===== config.mk =====
export PLATFORM = sky130hd
export DESIGN_NAME = cnn_psum_accumulator
export DESIGN_NICKNAME = d
export VERILOG_FILES = /design/src/rtl/cnn_psum_accumulator.sv
export SDC_FILE = /design/constraint.sdc
export NUM_CORES = 1
export LEC_CHECK = 0
export BUFFER_PORTS_ARGS = -buffer_cell sky130_fd_sc_hd__buf_2
export CAP_MARGIN = 20
export CORE_UTILIZATION = 49
export DETAILED_ROUTE_END_ITERATION = 8
export GPL_TIMING_DRIVEN = 0
export PLACE_DENSITY = 0.68
export SETUP_SLACK_MARGIN = 0.2
export SLEW_MARGIN = 0
export SYNTH_ARGS = -nofsm -noshare
export SYNTH_HDL_FRONTEND = slang
export SYNTH_SLANG_ARGS = --single-unit

===== constraint.sdc =====
create_clock -name clk -period 6.06 [get_ports clk]
set_input_delay 0.303 -clock clk [delete_from_list [all_inputs] [get_ports clk]]
set_output_delay 0.303 -clock clk [all_outputs]
set_load 0.02 [all_outputs]

===== src/rtl/cnn_psum_accumulator.sv =====
// Per-pixel partial-sum accumulator behind the input-channel adder tree.
// Sums a configurable group of partial sums, adds bias, rescales, applies optional ReLU and saturates.
`ifndef CNN_XLEN
`define CNN_XLEN 16
`endif

package cnn_psum_accumulator_pkg;
   typedef enum logic [1:0] {
      INVALID = 2'd0,
      VALID   = 2'd1,
      LAST    = 2'd2,
      DONE    = 2'd3
   } pe_state_t;
endpackage

module cnn_psum_accumulator
   import cnn_psum_accumulator_pkg::*;
#(
   parameter int DATA_WID   = `CNN_XLEN,
   parameter int CNT_WID    = 8,
   parameter int ACC_WID    = DATA_WID + CNT_WID,
   parameter int FRAC_SHIFT = 0
) (
   input  logic                       clk,
   input  logic                       reset,
   input  pe_state_t                  status_in,
   input  logic signed [DATA_WID-1:0] data_in,
   input  logic [CNT_WID-1:0]         cfg_acc_len,
   input  logic signed [DATA_WID-1:0] cfg_bias,
   input  logic                       cfg_relu_en,
   input  logic                       flush,
   output pe_state_t                  status_out,
   output logic signed [DATA_WID-1:0] data_out,
   output logic                       acc_busy
);

   localparam int SUM_WID = ACC_WID + 1;
   localparam logic signed [SUM_WID-1:0] SAT_MAX =
      {{(SUM_WID-DATA_WID+1){1'b0}}, {(DATA_WID-1){1'b1}}};
   localparam logic signed [SUM_WID-1:0] SAT_MIN =
      {{(SUM_WID-DATA_WID+1){1'b1}}, {(DATA_WID-1){1'b0}}};

   typedef enum logic {IDLE, ACCUM} state_t;

   state_t                      state_q, state_d;
   logic signed [ACC_WID-1:0]   acc_q, acc_d;
   logic [CNT_WID-1:0]          cnt_q, cnt_d;
   logic [CNT_WID-1:0]          len_q, len_d;
   logic signed [DATA_WID-1:0]  bias_q, bias_d;
   logic                        relu_q, relu_d;
   pe_state_t                   status_out_q, status_out_d;
   logic signed [DATA_WID-1:0]  data_out_q, data_out_d;

   logic                        in_valid;
   logic [CNT_WID-1:0]          cfg_len_eff;
   logic signed [ACC_WID-1:0]   acc_base;
   logic signed [DATA_WID-1:0]  fin_bias;
   logic                        fin_relu;
   logic signed [SUM_WID-1:0]   sum_biased;
   logic signed [SUM_WID-1:0]   sum_scaled;
   logic signed [SUM_WID-1:0]   sum_relu;
   logic signed [SUM_WID-1:0]   sum_sat;
   logic                        emit;

   assign in_valid    = (status_in != INVALID);
   assign cfg_len_eff = (cfg_acc_len == '0) ? CNT_WID'(1) : cfg_acc_len;

   // A length-1 group closes in IDLE, so the result path must use live cfg there.
   assign acc_base = (state_q == ACCUM) ? acc_q  : '0;
   assign fin_bias = (state_q == ACCUM) ? bias_q : cfg_bias;
   assign fin_relu = (state_q == ACCUM) ? relu_q : cfg_relu_en;

   assign sum_biased = SUM_WID'(acc_base) + SUM_WID'(data_in) + SUM_WID'(fin_bias);

   generate
      if (FRAC_SHIFT > 0) begin : g_round
         localparam logic signed [SUM_WID-1:0] RND = SUM_WID'(1) << (FRAC_SHIFT - 1);
         assign sum_scaled = (sum_biased + RND) >>> FRAC_SHIFT;
      end else begin : g_no_round
         assign sum_scaled = sum_biased;
      end
   endgenerate

   assign sum_relu = (fin_relu && (sum_scaled < 0)) ? '0 : sum_scaled;
   assign sum_sat  = (sum_relu > SAT_MAX) ? SAT_MAX :
                     (sum_relu < SAT_MIN) ? SAT_MIN : sum_relu;

   always_comb begin
      state_d      = state_q;
      acc_d        = acc_q;
      cnt_d        = cnt_q;
      len_d        = len_q;
      bias_d       = bias_q;
      relu_d       = relu_q;
      status_out_d = INVALID;
      data_out_d   = data_out_q;
      emit         = 1'b0;

      // Flush beats a coincident valid input; in IDLE it only drops that input.
      if (flush) begin
         state_d = IDLE;
         acc_d   = '0;
         cnt_d   = '0;
      end else if (in_valid) begin
         case (state_q)
            IDLE: begin
               len_d  = cfg_len_eff;
               bias_d = cfg_bias;
               relu_d = cfg_relu_en;
               if (cfg_len_eff == CNT_WID'(1)) begin
                  emit = 1'b1;
               end else begin
                  acc_d   = ACC_WID'(data_in);
                  cnt_d   = CNT_WID'(1);
                  state_d = ACCUM;
               end
            end
            ACCUM: begin
               if (cnt_q == len_q - CNT_WID'(1)) begin
                  emit    = 1'b1;
                  acc_d   = '0;
                  cnt_d   = '0;
                  state_d = IDLE;
               end else begin
                  acc_d = acc_q + ACC_WID'(data_in);
                  cnt_d = cnt_q + CNT_WID'(1);
               end
            end
            default: state_d = IDLE;
         endcase
      end

      if (emit) begin
         status_out_d = status_in;
         data_out_d   = sum_sat[DATA_WID-1:0];
      end
   end

   always_ff @(posedge clk) begin
      if (reset) begin
         state_q      <= IDLE;
         acc_q        <= '0;
         cnt_q        <= '0;
         len_q        <= '0;
         bias_q       <= '0;
         relu_q       <= 1'b0;
         status_out_q <= INVALID;
         data_out_q   <= '0;
      end else begin
         state_q      <= state_d;
         acc_q        <= acc_d;
         cnt_q        <= cnt_d;
         len_q        <= len_d;
         bias_q       <= bias_d;
         relu_q       <= relu_d;
         status_out_q <= status_out_d;
         data_out_q   <= data_out_d;
      end
   end

   assign status_out = status_out_q;
   assign data_out   = data_out_q;
   assign acc_busy   = (state_q == ACCUM);

endmodule

==> flow_metrics.py <==
metrics = {
    "global_route": {
        "grt_max_degree": 21,
        "grt-ovfl-total": 0,
        "track_usage_pct": 25.8,
        "grt_pass1_wl_um": 29000,
        "grt_pass1_vias": 5827,
        "antenna_found_initial": 1,
    },
    "sta": {
        "finalHoldViolations": 0,
        "rsz0062_at_grt": "no",
        "finalSetupTns_ns": 0,
        "drv_slew": 0,
        "worst-slew-pin-transition_ns": 0.825,
        "slew_headroom_pct": 43.6,
        "period_share_pct": 90.6,
        "setup_slack_ns": 0.571,
        "holdWs_ns": 0.191,
        "skew_ns": 0.0106,
        "max_freq_ghz": 0.182,
        "finalSetupViolCount": 0,
        "min_period_ns": 5.49,
    },
    "floorplanning": {
        "dieArea_um2": 14200,
        "io_pins": 65,
        "initial_core_util_pct": 50.4,
        "rows": 42,
        "fp.dieH_um": 119,
        "dieWidth_um": 119,
        "coreArea_um2": 13300,
    },
    "cells_and_area": {
        "multi_input_area_um2": 4860,
        "drive_gt1_share_pct": 14.9,
        "final_util_pct": 56.9,
        "nNetsFinal": 1020,
        "area_growth_pct": 12.8,
        "fillers": 1248,
        "register_area_um2": 1520,
    },
    "drt": {
        "routedWlPerCell_um": 16.5,
        "drt_iter0_drc": 486,
        "drc": 0,
        "drtAntennaViolNets": 0,
        "via_count": 6227,
        "wirelength_um": 17900,
        "first_pass_iters": 5,
        "viasPerCell": 5.76,
    },
    "logic_synthesis": {
        "synth_top_family_by_area": "compound AO/OA/AOI/OAI gates",
        "synthMuxAreaShare_pct": 4.81,
        "synth-seq-area-share_pct": 22.7,
        "synth_fa_ha_area_share_pct": 16.7,
        "synth_ff_type": "dfxtp_1",
        "syn_area_per_cell_um2": 8.12,
        "synth_compound_area_share_pct": 23.3,
        "synth_xor_area_share_pct": 5.62,
        "synth_seq_cells": 76,
        "async_reset_ff_share_pct": 0,
        "synth_cell_types": 78,
        "synth-simple-area-share_pct": 22.0,
        "syn_area_um2": 6710,
        "yosys_warnings": 0,
        "synth_edf_count": 0,
        "syn_nets": 946,
        "netlist_instances": 826,
    },
    "clock_network": {
        "cts_buffers": 9,
        "path_clk_slew_ns": 0.06,
        "cts_tree": "yes",
        "clock-root-buffer": "clkbuf_16",
        "cts.htree.levels": 3,
        "clock-sinks": 76,
        "worstSkewPairLatency_ns": 0.35,
        "clock_path_buffers": 2,
    },
    "power_and_ir_drop": {
        "ir_worst_vdd_mv": 0.242,
        "powerDensity_nw_per_um2": 232,
        "pwr-share-seq_pct": 31.0,
        "switching_power_uw": 609,
        "clkPwrFrac_pct": 33.4,
        "leakagePower_nw": 3.15,
        "switching_share_pct": 34.8,
        "combPwrFrac_pct": 35.6,
        "p_int_mw": 1.14,
    },
    "placed_design": {
        "gp_congestion": 0.877,
        "place.port_buffers": 62,
        "post-place-ws_ns": 0.248,
        "detailed_place_hpwl_um": 14100,
    },
    "setup_path": {
        "end_kind": "flip-flop",
        "worstRegToRegCells": 17,
        "worst_setup_path_start_kind": "flip-flop",
        "crit_fanout": 10,
        "timing.rr.start": "acc_busy",
        "setup.worst_path.class": "flip-flop to flip-flop",
        "reg2reg_to": "data_out[9]",
        "required_ns": 6.33,
        "reg2reg_slack_ns": 0.57,
        "worstPathArrival_ns": 5.76,
    },
    "outcome": {
        "outcome": "finished clean",
    },
    "min_path": {
        "min_to": "len_q[0]",
        "hp-class": "input pin to flip-flop",
        "hp-start": "cfg_acc_len[0]",
        "hold_depth": 3,
    },
    "job": {
        "max_cap_viol_count": 0,
    },
}
==> worst max-delay path, cell delays in order, from the launching register on <==
cell and delay [ns]:
dfxtp_1 0.44, clkbuf_2 0.35, buf_1 0.49, mux2_2 0.43, fa_1 0.51, ha_1 0.21, inv_1 0.07, fa_1 0.39
nand2b_1 0.18, o2bb2ai_1 0.24, o221a_4 0.30, o31ai_4 0.21, a21oi_1 0.10, or3b_4 0.41, a2111oi_4 0.36, a41oi_2 0.33
buf_6 0.26, o21ai_1 0.13
==> per-layer routing <==
metal  GRT usage, %  vias to the layer above  part of all wire [%]  wire length (µm)
met3           4.26                       26                   5.1               906
li1               -                     3143                     -                 -
met2           43.9                      180                    48              8480
met4           8.54                        0                   2.7               478
met5              0                        -                     0                 0
met1           33.0                     2878                    45              7990
==> layout make-up <==
class	count	share of cell area, %
multi-input cells	673	64.2
clock inverters	6	1.16
repair buffers	63	4.20
clock buffers	10	3.03
diodes	1	0.0331
plain buffers	38	2.43
inverters	39	1.93
well taps	176	2.91
flip-flops and latches	76	20.1
==> cells in the final DEF (no fill, tap or decap), types with 33 or more instances in the layout <==
cell     count
nand2_1     53
inv_1       38
nor2_1      71
o21ai_0     58
dfxtp_1     76
ha_1        48
nand3_1     33
buf_2       66
nor3_1      42
a21oi_1     64
==> state kept, by name, indices dropped and copies added, names as in the netlist <==
name	flops
len_q	8
relu_q	1
acc_busy	1
data_out	16
bias_q	16
status_out	2
acc_q	24
cnt_q	8
==> Yosys cell counts (5+ instances only) <==
cell type	count	share of area [%]
a211oi_1	8	0.90
a21o_1	17	1.9
a21oi_1	64	4.8
a221oi_1	7	0.91
and2_1	27	2.5
and3_1	5	0.47
clkbuf_1	27	1.5
dfxtp_1	76	23
fa_1	26	7.8
ha_1	48	9.0
inv_1	39	2.2
mux2_2	18	3.0
mux2i_1	12	1.8
nand2_1	53	3.0
nand2b_1	6	0.56
nand3_1	33	2.5
nand4_1	5	0.47
nor2_1	71	4.0
nor3_1	42	3.1
nor3b_1	5	0.56
o21ai_0	58	4.3
o21ai_1	12	0.90
o21bai_1	10	1.1
or2_2	5	0.47
or3_1	9	0.84
xnor2_1	25	3.3
xor2_1	18	2.4
==> stage by stage <==
stage / area (µm²) / total power [mW] / cells
global route: 7570 / 1.85 / 1082
floorplan: 6710 / 1.02 / 826
detailed placement: 7240 / 1.17 / 1065
finish: 7570 / 1.75 / 1082
global placement: 7240 / 1.16 / 1064
CTS: 7560 / 1.76 / 1081
==> power groups by stage <==
| stage | Sequential, mW | Combinational [mW] | Clock [mW] |
|---|---|---|---|
| after CTS | 0.543 | 0.621 | 0.592 |
| after floorplan | 0.549 | 0.473 | 0 |
| after detailed placement | 0.554 | 0.615 | 0 |
| after global routing | 0.547 | 0.695 | 0.607 |
| after global placement | 0.553 | 0.611 | 0 |
| final | 0.544 | 0.623 | 0.586 |
==> worst max-delay path by stage <==
stage,start,depth (start not counted),endpoint,slack [ns]
floorplan,acc_busy,17,data_out[12],1.23
global placement,acc_busy,18,data_out[4],0.23
detailed placement,acc_busy,18,data_out[4],0.25
CTS,acc_busy,18,data_out[4],0.21
global route,acc_busy,17,data_out[11],0.23
finish,acc_busy,17,data_out[9],0.57
==> logic make-up after synthesis <==
| family | Yosys count |
|---|---|
| adder cells (fa/ha/maj) | 74 |
| flip-flops | 76 |
| multiplexers | 30 |
| AND/OR/NAND/NOR | 291 |
| buffers and inverters | 77 |
| XOR/XNOR | 43 |
| AO/OA/AOI/OAI | 235 |
==> timing repair <==
item                                    CTS  global route
hold buffers                              0             0
setup buffers                             0             0
gates resized for setup                   0             5
endpoints found under the setup margin    0            15
endpoints found under the hold margin     0             0
Note: power is estimated with default switching activity, not from simulation.
